==> config.mk <==
export PLATFORM = sky130hd
export DESIGN_NAME = uart_rx_os
export DESIGN_NICKNAME = d
export VERILOG_FILES = /design/src/rtl/uart_pkg.sv /design/src/rtl/sync_fifo.sv /design/src/rtl/uart_rx_os.sv
export SDC_FILE = /design/constraint.sdc
export NUM_CORES = 1
export LEC_CHECK = 0
export CORE_ASPECT_RATIO = 2
export CORE_UTILIZATION = 45
export CTS_CLUSTER_DIAMETER = 100
export CTS_CLUSTER_SIZE = 12
export DETAILED_ROUTE_END_ITERATION = 16
export MAX_ROUTING_LAYER = met4
export PLACE_DENSITY_LB_ADDON = 0.12
export SLEW_MARGIN = 20
export SYNTH_ARGS = -nofsm -noshare
export SYNTH_HDL_FRONTEND = slang
export SYNTH_SLANG_ARGS = --single-unit
==> constraint.sdc <==
create_clock -name clk -period 4.01 [get_ports clk]
set_input_delay 0.6015 -clock clk [delete_from_list [all_inputs] [get_ports clk]]
set_output_delay 0.6015 -clock clk [all_outputs]
set_load 0.03 [all_outputs]
==> src/rtl/uart_pkg.sv <==
// Shared types and encodings for the oversampling UART receiver.
package uart_pkg;

  typedef enum logic [2:0] {
    ST_IDLE,
    ST_START,
    ST_DATA,
    ST_PARITY,
    ST_STOP,
    ST_WAIT_IDLE
  } rx_state_e;

  localparam int PAR_NONE = 0;
  localparam int PAR_EVEN = 1;
  localparam int PAR_ODD  = 2;

  // Rounded clocks-per-sample-tick.
  function automatic int calc_tick_div(input int clk_freq, input int baud, input int os);
    return (clk_freq + (baud * os) / 2) / (baud * os);
  endfunction

endpackage

==> src/rtl/sync_fifo.sv <==
// Show-ahead synchronous FIFO; a push into a full FIFO is accepted only
// when a pop happens in the same cycle.
module sync_fifo #(
  parameter int WIDTH = 9,
  parameter int DEPTH = 4
) (
  input  logic                       clk,
  input  logic                       rst,
  input  logic                       wr_en,
  input  logic [WIDTH-1:0]           wr_data,
  input  logic                       rd_en,
  output logic [WIDTH-1:0]           rd_data,
  output logic                       full,
  output logic                       empty,
  output logic [$clog2(DEPTH):0]     count
);

  localparam int AW = $clog2(DEPTH);
  localparam int CW = AW + 1;
  localparam logic [CW-1:0] CNT_FULL = CW'(DEPTH);

  logic [WIDTH-1:0] mem_q [DEPTH];
  logic [AW-1:0]    wr_ptr_q, wr_ptr_d;
  logic [AW-1:0]    rd_ptr_q, rd_ptr_d;
  logic [CW-1:0]    count_q, count_d;
  logic             do_push, do_pop;

  assign empty   = (count_q == '0);
  assign full    = (count_q == CNT_FULL);
  assign count   = count_q;
  assign do_pop  = rd_en && !empty;
  assign do_push = wr_en && (!full || do_pop);
  assign rd_data = empty ? '0 : mem_q[rd_ptr_q];

  always_comb begin
    wr_ptr_d = wr_ptr_q + AW'(do_push);
    rd_ptr_d = rd_ptr_q + AW'(do_pop);
    count_d  = count_q + CW'(do_push) - CW'(do_pop);
  end

  always_ff @(posedge clk) begin
    if (rst) begin
      wr_ptr_q <= '0;
      rd_ptr_q <= '0;
      count_q  <= '0;
    end else begin
      wr_ptr_q <= wr_ptr_d;
      rd_ptr_q <= rd_ptr_d;
      count_q  <= count_d;
    end
  end

  always_ff @(posedge clk) begin
    if (do_push) mem_q[wr_ptr_q] <= wr_data;
  end

endmodule

==> src/rtl/uart_rx_os.sv <==
// Oversampling UART receiver with majority-vote bit decisions, optional
// parity, sticky error flags and a show-ahead receive FIFO.
//
// state        | meaning
// ST_IDLE      | line idle, waiting for a synchronized falling edge
// ST_START     | validating the start bit at its mid-point
// ST_DATA      | shifting data bits in, LSB first
// ST_PARITY    | sampling the parity bit
// ST_STOP      | checking stop bit(s), pushing the word when all are good
// ST_WAIT_IDLE | after a framing error, waiting for one full bit time of idle
module uart_rx_os
  import uart_pkg::*;
#(
  parameter int CLK_FREQ    = 50_000_000,
  parameter int BAUD_RATE   = 19200,
  parameter int DATA_WIDTH  = 8,
  parameter int OVERSAMPLE  = 16,
  parameter int PARITY_MODE = 0,
  parameter int STOP_BITS   = 1,
  parameter int FIFO_DEPTH  = 4
) (
  input  logic                          clk,
  input  logic                          rst,
  input  logic                          rx,
  output logic [DATA_WIDTH-1:0]         rxData,
  output logic                          rxParityErr,
  output logic                          rxValid,
  input  logic                          rxReady,
  output logic                          frameErr,
  output logic                          overrun,
  input  logic                          errClear,
  output logic [$clog2(FIFO_DEPTH):0]   fifoCount,
  output logic                          rxBusy
);

  localparam int TICK_DIV = calc_tick_div(CLK_FREQ, BAUD_RATE, OVERSAMPLE);
  localparam int DIV_W    = $clog2(TICK_DIV + 1);
  localparam int TCW      = $clog2(OVERSAMPLE);
  localparam int FW       = DATA_WIDTH + 1;

  localparam logic [DIV_W-1:0] DIV_MAX = DIV_W'(TICK_DIV - 1);
  localparam logic [TCW-1:0]   TC_MAX  = TCW'(OVERSAMPLE - 1);
  localparam logic [TCW-1:0]   TC_MID  = TCW'(OVERSAMPLE / 2 - 1);
  localparam logic [3:0]       DW_LAST = 4'(DATA_WIDTH - 1);
  localparam logic [3:0]       SB_LAST = 4'(STOP_BITS - 1);

  logic                  sync1_q, sync1_d, sync2_q, sync2_d, rx_prev_q, rx_prev_d;
  logic [DIV_W-1:0]      div_q, div_d;
  logic [TCW-1:0]        tick_cnt_q, tick_cnt_d;
  logic [1:0]            smp_q, smp_d;
  logic [3:0]            bit_cnt_q, bit_cnt_d;
  logic [DATA_WIDTH-1:0] shreg_q, shreg_d;
  logic                  par_err_q, par_err_d;
  rx_state_e             state_q, state_d;
  logic                  busy_q, busy_d;
  logic                  frame_err_q, frame_err_d;
  logic                  overrun_q, overrun_d;
  logic                  push_q, push_d;
  logic [FW-1:0]         push_word_q, push_word_d;

  logic          rx_s, tick, mid_tick, maj, fe_set, pop;
  logic          fifo_full, fifo_empty;
  logic [FW-1:0] fifo_rd;

  assign rx_s     = sync2_q;
  assign tick     = (div_q == '0);
  assign mid_tick = tick && (tick_cnt_q == TC_MID);
  // Two samples before mid-bit plus the mid-bit sample itself.
  assign maj      = (smp_q[1] & smp_q[0]) | (smp_q[1] & rx_s) | (smp_q[0] & rx_s);
  assign pop      = rxValid && rxReady;

  always_comb begin
    sync1_d     = rx;
    sync2_d     = sync1_q;
    rx_prev_d   = rx_s;
    div_d       = tick ? DIV_MAX : div_q - DIV_W'(1);
    tick_cnt_d  = tick_cnt_q;
    if (tick) tick_cnt_d = (tick_cnt_q == TC_MAX) ? '0 : tick_cnt_q + TCW'(1);
    smp_d       = tick ? {smp_q[0], rx_s} : smp_q;
    state_d     = state_q;
    bit_cnt_d   = bit_cnt_q;
    shreg_d     = shreg_q;
    par_err_d   = par_err_q;
    push_d      = 1'b0;
    push_word_d = push_word_q;
    fe_set      = 1'b0;

    case (state_q)
      ST_IDLE: begin
        if (rx_prev_q && !rx_s) begin
          state_d    = ST_START;
          div_d      = DIV_MAX;
          tick_cnt_d = '0;
          bit_cnt_d  = '0;
          par_err_d  = 1'b0;
        end
      end
      ST_START: begin
        if (mid_tick) state_d = rx_s ? ST_IDLE : ST_DATA;
      end
      ST_DATA: begin
        if (mid_tick) begin
          shreg_d = {maj, shreg_q[DATA_WIDTH-1:1]};
          if (bit_cnt_q == DW_LAST) begin
            bit_cnt_d = '0;
            state_d   = (PARITY_MODE == PAR_NONE) ? ST_STOP : ST_PARITY;
          end else begin
            bit_cnt_d = bit_cnt_q + 4'd1;
          end
        end
      end
      ST_PARITY: begin
        if (mid_tick) begin
          par_err_d = (^shreg_q) ^ maj ^ (PARITY_MODE == PAR_ODD);
          state_d   = ST_STOP;
        end
      end
      ST_STOP: begin
        if (mid_tick) begin
          if (!maj) begin
            fe_set     = 1'b1;
            state_d    = ST_WAIT_IDLE;
            tick_cnt_d = '0;
          end else if (bit_cnt_q == SB_LAST) begin
            push_d      = 1'b1;
            push_word_d = {par_err_q, shreg_q};
            state_d     = ST_IDLE;
          end else begin
            bit_cnt_d = bit_cnt_q + 4'd1;
          end
        end
      end
      ST_WAIT_IDLE: begin
        // Any low sample restarts the one-bit-time idle qualification.
        if (!rx_s) tick_cnt_d = '0;
        else if (tick && tick_cnt_q == TC_MAX) state_d = ST_IDLE;
      end
      default: state_d = ST_IDLE;
    endcase

    busy_d      = (state_d != ST_IDLE);
    frame_err_d = fe_set | (frame_err_q & ~errClear);
    overrun_d   = (push_q & fifo_full & ~pop) | (overrun_q & ~errClear);
  end

  always_ff @(posedge clk) begin
    if (rst) begin
      sync1_q     <= 1'b1;
      sync2_q     <= 1'b1;
      rx_prev_q   <= 1'b1;
      div_q       <= '0;
      tick_cnt_q  <= '0;
      smp_q       <= '0;
      bit_cnt_q   <= '0;
      shreg_q     <= '0;
      par_err_q   <= 1'b0;
      state_q     <= ST_IDLE;
      busy_q      <= 1'b0;
      frame_err_q <= 1'b0;
      overrun_q   <= 1'b0;
      push_q      <= 1'b0;
      push_word_q <= '0;
    end else begin
      sync1_q     <= sync1_d;
      sync2_q     <= sync2_d;
      rx_prev_q   <= rx_prev_d;
      div_q       <= div_d;
      tick_cnt_q  <= tick_cnt_d;
      smp_q       <= smp_d;
      bit_cnt_q   <= bit_cnt_d;
      shreg_q     <= shreg_d;
      par_err_q   <= par_err_d;
      state_q     <= state_d;
      busy_q      <= busy_d;
      frame_err_q <= frame_err_d;
      overrun_q   <= overrun_d;
      push_q      <= push_d;
      push_word_q <= push_word_d;
    end
  end

  sync_fifo #(
    .WIDTH (FW),
    .DEPTH (FIFO_DEPTH)
  ) u_fifo (
    .clk     (clk),
    .rst     (rst),
    .wr_en   (push_q),
    .wr_data (push_word_q),
    .rd_en   (rxReady),
    .rd_data (fifo_rd),
    .full    (fifo_full),
    .empty   (fifo_empty),
    .count   (fifoCount)
  );

  assign rxData      = fifo_rd[DATA_WIDTH-1:0];
  assign rxParityErr = fifo_rd[DATA_WIDTH];
  assign rxValid     = !fifo_empty;
  assign rxBusy      = busy_q;
  assign frameErr    = frame_err_q;
  assign overrun     = overrun_q;

endmodule

==> metrics.txt, run 1 <==
status=completed; initial drt markers=145; register bit total from synthesis=around 90; Hold Path Depth=1; Clock Tree Root=clkbuf_16; Required @ worst endpoint=between 3 and 4 ns; final instance area=around 0.0044 sq mm; synthesized instance count=335; routed via count=roughly 2500; io pins=21; post-synthesis adder-cell area fraction=0.0374; CTS tree=built; Final ANT Viol Nets=0; fmax=about 340 MHz; R2R cell count=7; R2R Path End=bit_cnt_q[1]; worst path cell trace=mux4_2, nor2b_1, clkdlybuf4s50_1; Hold EP=rx_prev_d; CTS H-Tree Depth=3; n_diodes=0; Worst Slack Setup Final=~1.0 ns; first-pass GRT wire length=between 10 and 15 mm; compound-gate portion of the synthesized area=0.0781; setup TNS=0 ns; area occupied by multi-input gates=0.00157 sq mm; share of layout cells above drive strength 1=0.119; Core Box Area=between 0.008 and 0.009 sq mm; final worst-path cycle share=0.741; CP Launch Type=register; Die Span X=around 67 microns; initial core utilization=0.463; Main synth FF type=dfxtp_1; Die Height=between 100 and 150 microns; Routed WL=around 7.0 mm; Slew @ Worst Pin=~0.9 ns; multiplexer share of the synthesized area=0.0899; Max rail drop VDD=354 uV; Buffers on Ports=20; Slew headroom=0.399; Power Density=626 mW/mm^2; Pleak=approximately 1.5 nW; CTS sink cnt=89; Via density=roughly 5.4; slowest CP cell=dfxtp_1; gr ovfl total=0; syn nets=350; post-synthesis xor/xnor area fraction=0.0436; Post-Synth Simple-Gate Area=0.162; RSZ-0062 raised after global routing=no; Critical Path AT=approximately 2.4 ns; number of setup buffers added after CTS=0; max cap viols=0; Worst Path Max Fanout=10; Clock Skew=just over 0.007 ns; main combinational cell family by area after synthesis=simple AND/OR/NAND/NOR gates; # rows=47; Area after DPL=slightly above 0.004 sq mm; Hold Crit Class=register to register; Total GRT Usage=0.183; endpoints failing setup=0; Place WS=~1.3 ns; Worst-path clk slew=~0.060 ns; total CTS buffers=9; fin. max-slew vios=0; vias in the first global route=approximately 2500; Initial DRT Pass Iterations=4; hold path startpoint=sync1_q; final std cells w/o fill=460; # fillers=761; EDFF count, synth=36; crit path kind=register to output port; slowest stage delay, CP=0.73 ns; critical path capture point type=output port; hpwl dp=5.36 mm; Netlist cell types=between 50 and 60; die area=around 0.0089 sq mm; initial antenna violation count=0; Area growth, synth to finish=16.4%; Clock Latency Late Sink=between 0.3 and 0.4 ns; FFs w/ async S/R, synth=0; Reg-to-Reg Start=div_q[0]; sequential share of the synthesized area=0.561; Final #Nets=roughly 370; CTS resizes=0; hold slack=0.413 ns; Avg Cell Area, Syn=11.4 sq um; YS warnings=0; register area=about 0.0021 sq mm; routed len/inst=15.3 microns; Hold-fix buffers, CTS=0; DP Cell Count=approximately 440; Syn Std Cell Area=between 0.003 and 0.004 sq mm; post-route minimum period=approximately 3 ns; FF-to-FF setup slack=1.48 ns; largest net degree at the start of global routing=24; DRC=0; routability congestion estimate=around 0.78; CTS Buffer Depth=2; Final Hold Fails=0
routing by layer:
layer	wire length, microns	track usage	vias to the layer above
li1	-	-	1237
met1	2540	0.162	1200
met2	4230	0.347	24
met3	114	0.0372	13
met4	170	0.0745	0
met5	0	-	-
critical path: cells and delay by family, from the launching register on:
kind                   cells  cell delay (ns)
DFF                        1             0.73
buffers and inverters      1             0.59
muxes                      1             0.58
and+or+nand+nor            1             0.14
layout by cell type, fill, tap and decap left out, types with 5 or more instances in the layout:
master           count
a21oi_1             18
mux2i_1             14
nor3_1               6
nand2_1             21
dfxtp_1             53
ha_1                 9
o21ai_0             11
buf_4                5
inv_1               14
clkdlybuf4s50_1     20
clkbuf_16            9
mux4_2               9
nor2b_1             18
xnor2_1             16
nor2_1              36
edfxtp_1            36
worst max-delay path by stage:
stage                        from  cells past startpoint  slack [ns]            to
2_1_floorplan            div_q[2]                      5        1.65  bit_cnt_q[3]
6_report       u_fifo.rd_ptr_q[0]                      3        1.04   rxParityErr
3_3_place_gp   u_fifo.rd_ptr_q[0]                      3        1.33   rxParityErr
3_5_place_dp   u_fifo.rd_ptr_q[0]                      3        1.31   rxParityErr
5_1_grt        u_fifo.rd_ptr_q[0]                      3        0.85     rxData[4]
4_1_cts        u_fifo.rd_ptr_q[0]                      3        0.96   rxParityErr
per-stage QoR:
| stage | util | power (W) |
|---|---|---|
| after floorplan | - | 0.00167 |
| after global placement | 0.501 | 0.00192 |
| after detailed placement | 0.501 | 0.00193 |
| after CTS | 0.539 | 0.00281 |
| after global routing | 0.539 | 0.00293 |
| final | 0.539 | 0.00278 |
synthesized netlist by cell type, drive strengths merged, types with 6 or more instances:
library cell | instances | area (sq um)
a21oi | 19 | 98.9
clkbuf | 12 | 45.0
dfxtp | 53 | 1060
edfxtp | 36 | 1080
ha | 9 | 113
inv | 14 | 52.6
mux2i | 14 | 140
mux4 | 9 | 203
nand2 | 21 | 78.8
nor2 | 37 | 141
nor2b | 18 | 113
nor3 | 6 | 30.0
o21ai | 11 | 55.1
xnor2 | 16 | 140
area by class of cell:
type,count,share of cell area
sequential,89,0.482
multi-input combinational,218,0.353
clock inverter,7,0.0211
tap,98,0.0276
timing repair buffer,25,0.0535
clock buffer,9,0.0507
inverter,14,0.0118
registers in the layout, summed over array words and instances (netlist names):
signal and flops:
par_err_q 1, tick_cnt_q 4, rx_prev_q 1, rx_prev_d 1, push_q 1, u_fifo.count 3
smp_q 2, u_fifo.wr_ptr_q 2, u_fifo.rd_ptr_q 2, bit_cnt_q 4, rxBusy 1, overrun 1
frameErr 1, u_fifo.mem_q 36, shreg_q 8, push_word_q 9, sync1_q 1, div_q 8
state_q 3
cell families (layout without fill, tap and decap cells):
kind of cell / count (synthesis) / in the layout
buffers and inverters: 28 / 55
xor gates and xnor gates: 19 / 19
AOI/OAI and AO/OA: 48 / 48
DFF: 89 / 89
adders and majority gates: 11 / 11
and+or+nand+nor: 117 / 117
muxes: 23 / 23
where the power goes:
part	internal, W	switching (W)
logic	0.000381	0.000419
clock network	0.000545	0.000334
registers	0.00100	0.0000967
Power figures use the tool's default switching activity.
==> inputs of run 2 (changes only) <==
- clock period: 4.01 -> 2.7 ns (I/O delays scaled with it)
==> run 2 against run 1 <==
First-iteration DRC count is 25% higher. Design area is 0.48% higher. Count of clock-buffer cells in the layout is 1 higher. Routed wire length is 1.1% higher.
==> metrics.txt, run 2 (synthesis results as in run 1) <==
status=completed; layer with the highest usage=met2; R2R cell count=5 (-2); most frequent cells in the layout=53 x dfxtp_1, 36 x nor2_1, 36 x edfxtp_1; Critical Path AT=2.12 ns (-0.25 ns); Required @ worst endpoint=2.30 ns (-1.11 ns); Core Box Area=0.00823 sq mm (unchanged); Initial DRT Pass Iterations=4 (unchanged); crit path kind=register to output port; Pleak=1.55 nW (+0.85%); fmax=around 400 MHz; CTS Buffer Depth=2 (unchanged); Hold Crit Class=register to register; Hold-fix buffers, CTS=0 (unchanged); Hold Path Depth=1 (unchanged); slowest CP cell=clkdlybuf4s50_1; fin. max-slew vios=0 (unchanged); vias in the first global route=2408 (-3.2%); Power Density=914 mW/mm^2 (+46%); # fillers=749 (-1.6%); share of layout cells above drive strength 1=0.130 (+0.0117); GR Util met1=0.171 (+0.00865); routed via count=2492 (+0.73%); setup TNS=0 ns (unchanged); CP Launch Type=register; Place WS=0.238 ns (-1.07 ns); gr ovfl total=0 (unchanged); most common cell after layout, fill and taps aside=dfxtp_1; Slew @ Worst Pin=0.796 ns (-0.103 ns); Final ANT Viol Nets=0 (unchanged); number of flip-flops in the largest register=36 (unchanged); post-route minimum period=~2.5 ns; final worst-path cycle share=0.937; max cap viols=0 (unchanged); top flop regs=u_fifo.mem_q: 36 flops, push_word_q: 9 flops; Die Span X=67.1 microns (unchanged); endpoints failing setup=0 (unchanged); CTS tree=built; Worst Slack Setup Final=0.171 ns (-0.868 ns); initial core utilization=0.463 (unchanged); DRC=0 (unchanged); FF-to-FF setup slack=0.21 ns (-1.27 ns); routed len/inst=15.3 microns (-0.24%); n_diodes=0 (unchanged); GR Util met3=0.0320 (-0.00519); number of setup buffers added after CTS=0 (unchanged); critical path depth=4 (+1); CTS resizes=0 (unchanged); # rows=47 (unchanged); Clock Latency Late Sink=0.34 ns (about the same); Worst Path Max Fanout=10 (unchanged); CTS sink cnt=89 (unchanged); hpwl dp=5.37 mm (+0.16%); Reg with most FFs=u_fifo.mem_q; Clock Skew=0.00558 ns (-0.00167 ns); die area=0.00887 sq mm (unchanged); largest net degree at the start of global routing=24 (unchanged); total CTS buffers=9 (unchanged); Slew headroom=0.468 (+0.0686); RSZ-0062 raised after global routing=no; hold slack=0.417 ns (+0.00378 ns); CTS H-Tree Depth=3 (unchanged); Worst-path clk slew=0.06 ns (about the same); Routed WL=7.12 mm (+1.1%); Area growth, synth to finish=17.0%; critical path capture point type=output port; Final Hold Fails=0 (unchanged); slowest stage delay, CP=0.59 ns (-0.14 ns); CP bufs+invs=2 (+1); io pins=21 (unchanged); initial antenna violation count=0 (unchanged); Final #Nets=378 (+1.6%); first-pass GRT wire length=11.6 mm (-0.59%); Max rail drop VDD=514 uV (+45%); Total GRT Usage=0.186 (+0.00294); Die Height=132 microns (unchanged); Via density=5.35 (-0.57%); worst path cell trace=buf_4, mux4_2, nor2b_1, clkdlybuf4s50_1; Clock Tree Root=clkbuf_16; met2 Use GR=0.332 (-0.0150); Top delay family on crit path=buffers and inverters; Buffers on Ports=20 (unchanged); initial drt markers=181 (+25%); routability congestion estimate=0.789 (+1.3%)
run 2: changes by cell type in the layout (fill, tap and decap cells not counted):
cell        delta
buf_4          +6
clkbuf_1       +1
bufinv_16      -1
clkinv_4       -1
clkinv_2       -1
inv_6          +1
clkinvlp_4     +1
run 2: through the flow:
step | power, W | util | std cells | instance area [sq um]
2_1_floorplan | 0.00248 | - | 335 | 3810
3_3_place_gp | 0.00287 | 0.506 | 450 | 4170
3_5_place_dp | 0.00289 | 0.506 | 450 | 4170
4_1_cts | 0.00412 | 0.542 | 466 | 4460
5_1_grt | 0.00429 | 0.542 | 466 | 4460
6_report | 0.00408 | 0.542 | 466 | 4460
run 2: final cells by class:
cell class	count	area, sq um	share of cell area
multi-input cells	218	1570	0.351
repair buffers	31	283	0.0634
well taps	98	123	0.0275
clock buffers	10	229	0.0513
clock inverters	6	66.3	0.0149
inverters	14	52.6	0.0118
flip-flops and latches	89	2140	0.480
run 2: worst paths after layout:
| path | startpoint | endpoint |
|---|---|---|
| max | u_fifo.rd_ptr_q[0] | rxParityErr |
| min | sync1_q | rx_prev_d |
| min reg2reg | sync1_q | rx_prev_d |
| max reg2reg | div_q[2] | bit_cnt_q[3] |
run 2: layer usage:
| metal | part of all wire | vias to the layer above | wire [microns] |
|---|---|---|---|
| met3 | 0.017 | 18 | 119 |
| met5 | 0 | - | 0 |
| met2 | 0.59 | 23 | 4200 |
| met1 | 0.36 | 1198 | 2550 |
| met4 | 0.036 | 0 | 259 |
| li1 | - | 1253 | - |
run 2: power breakdown:
group          internal (W)  total [W]  switching, W
registers           0.00149    0.00160      0.000107
logic              0.000580    0.00125      0.000671
clock network      0.000720    0.00123      0.000511
total               0.00279    0.00408       0.00129
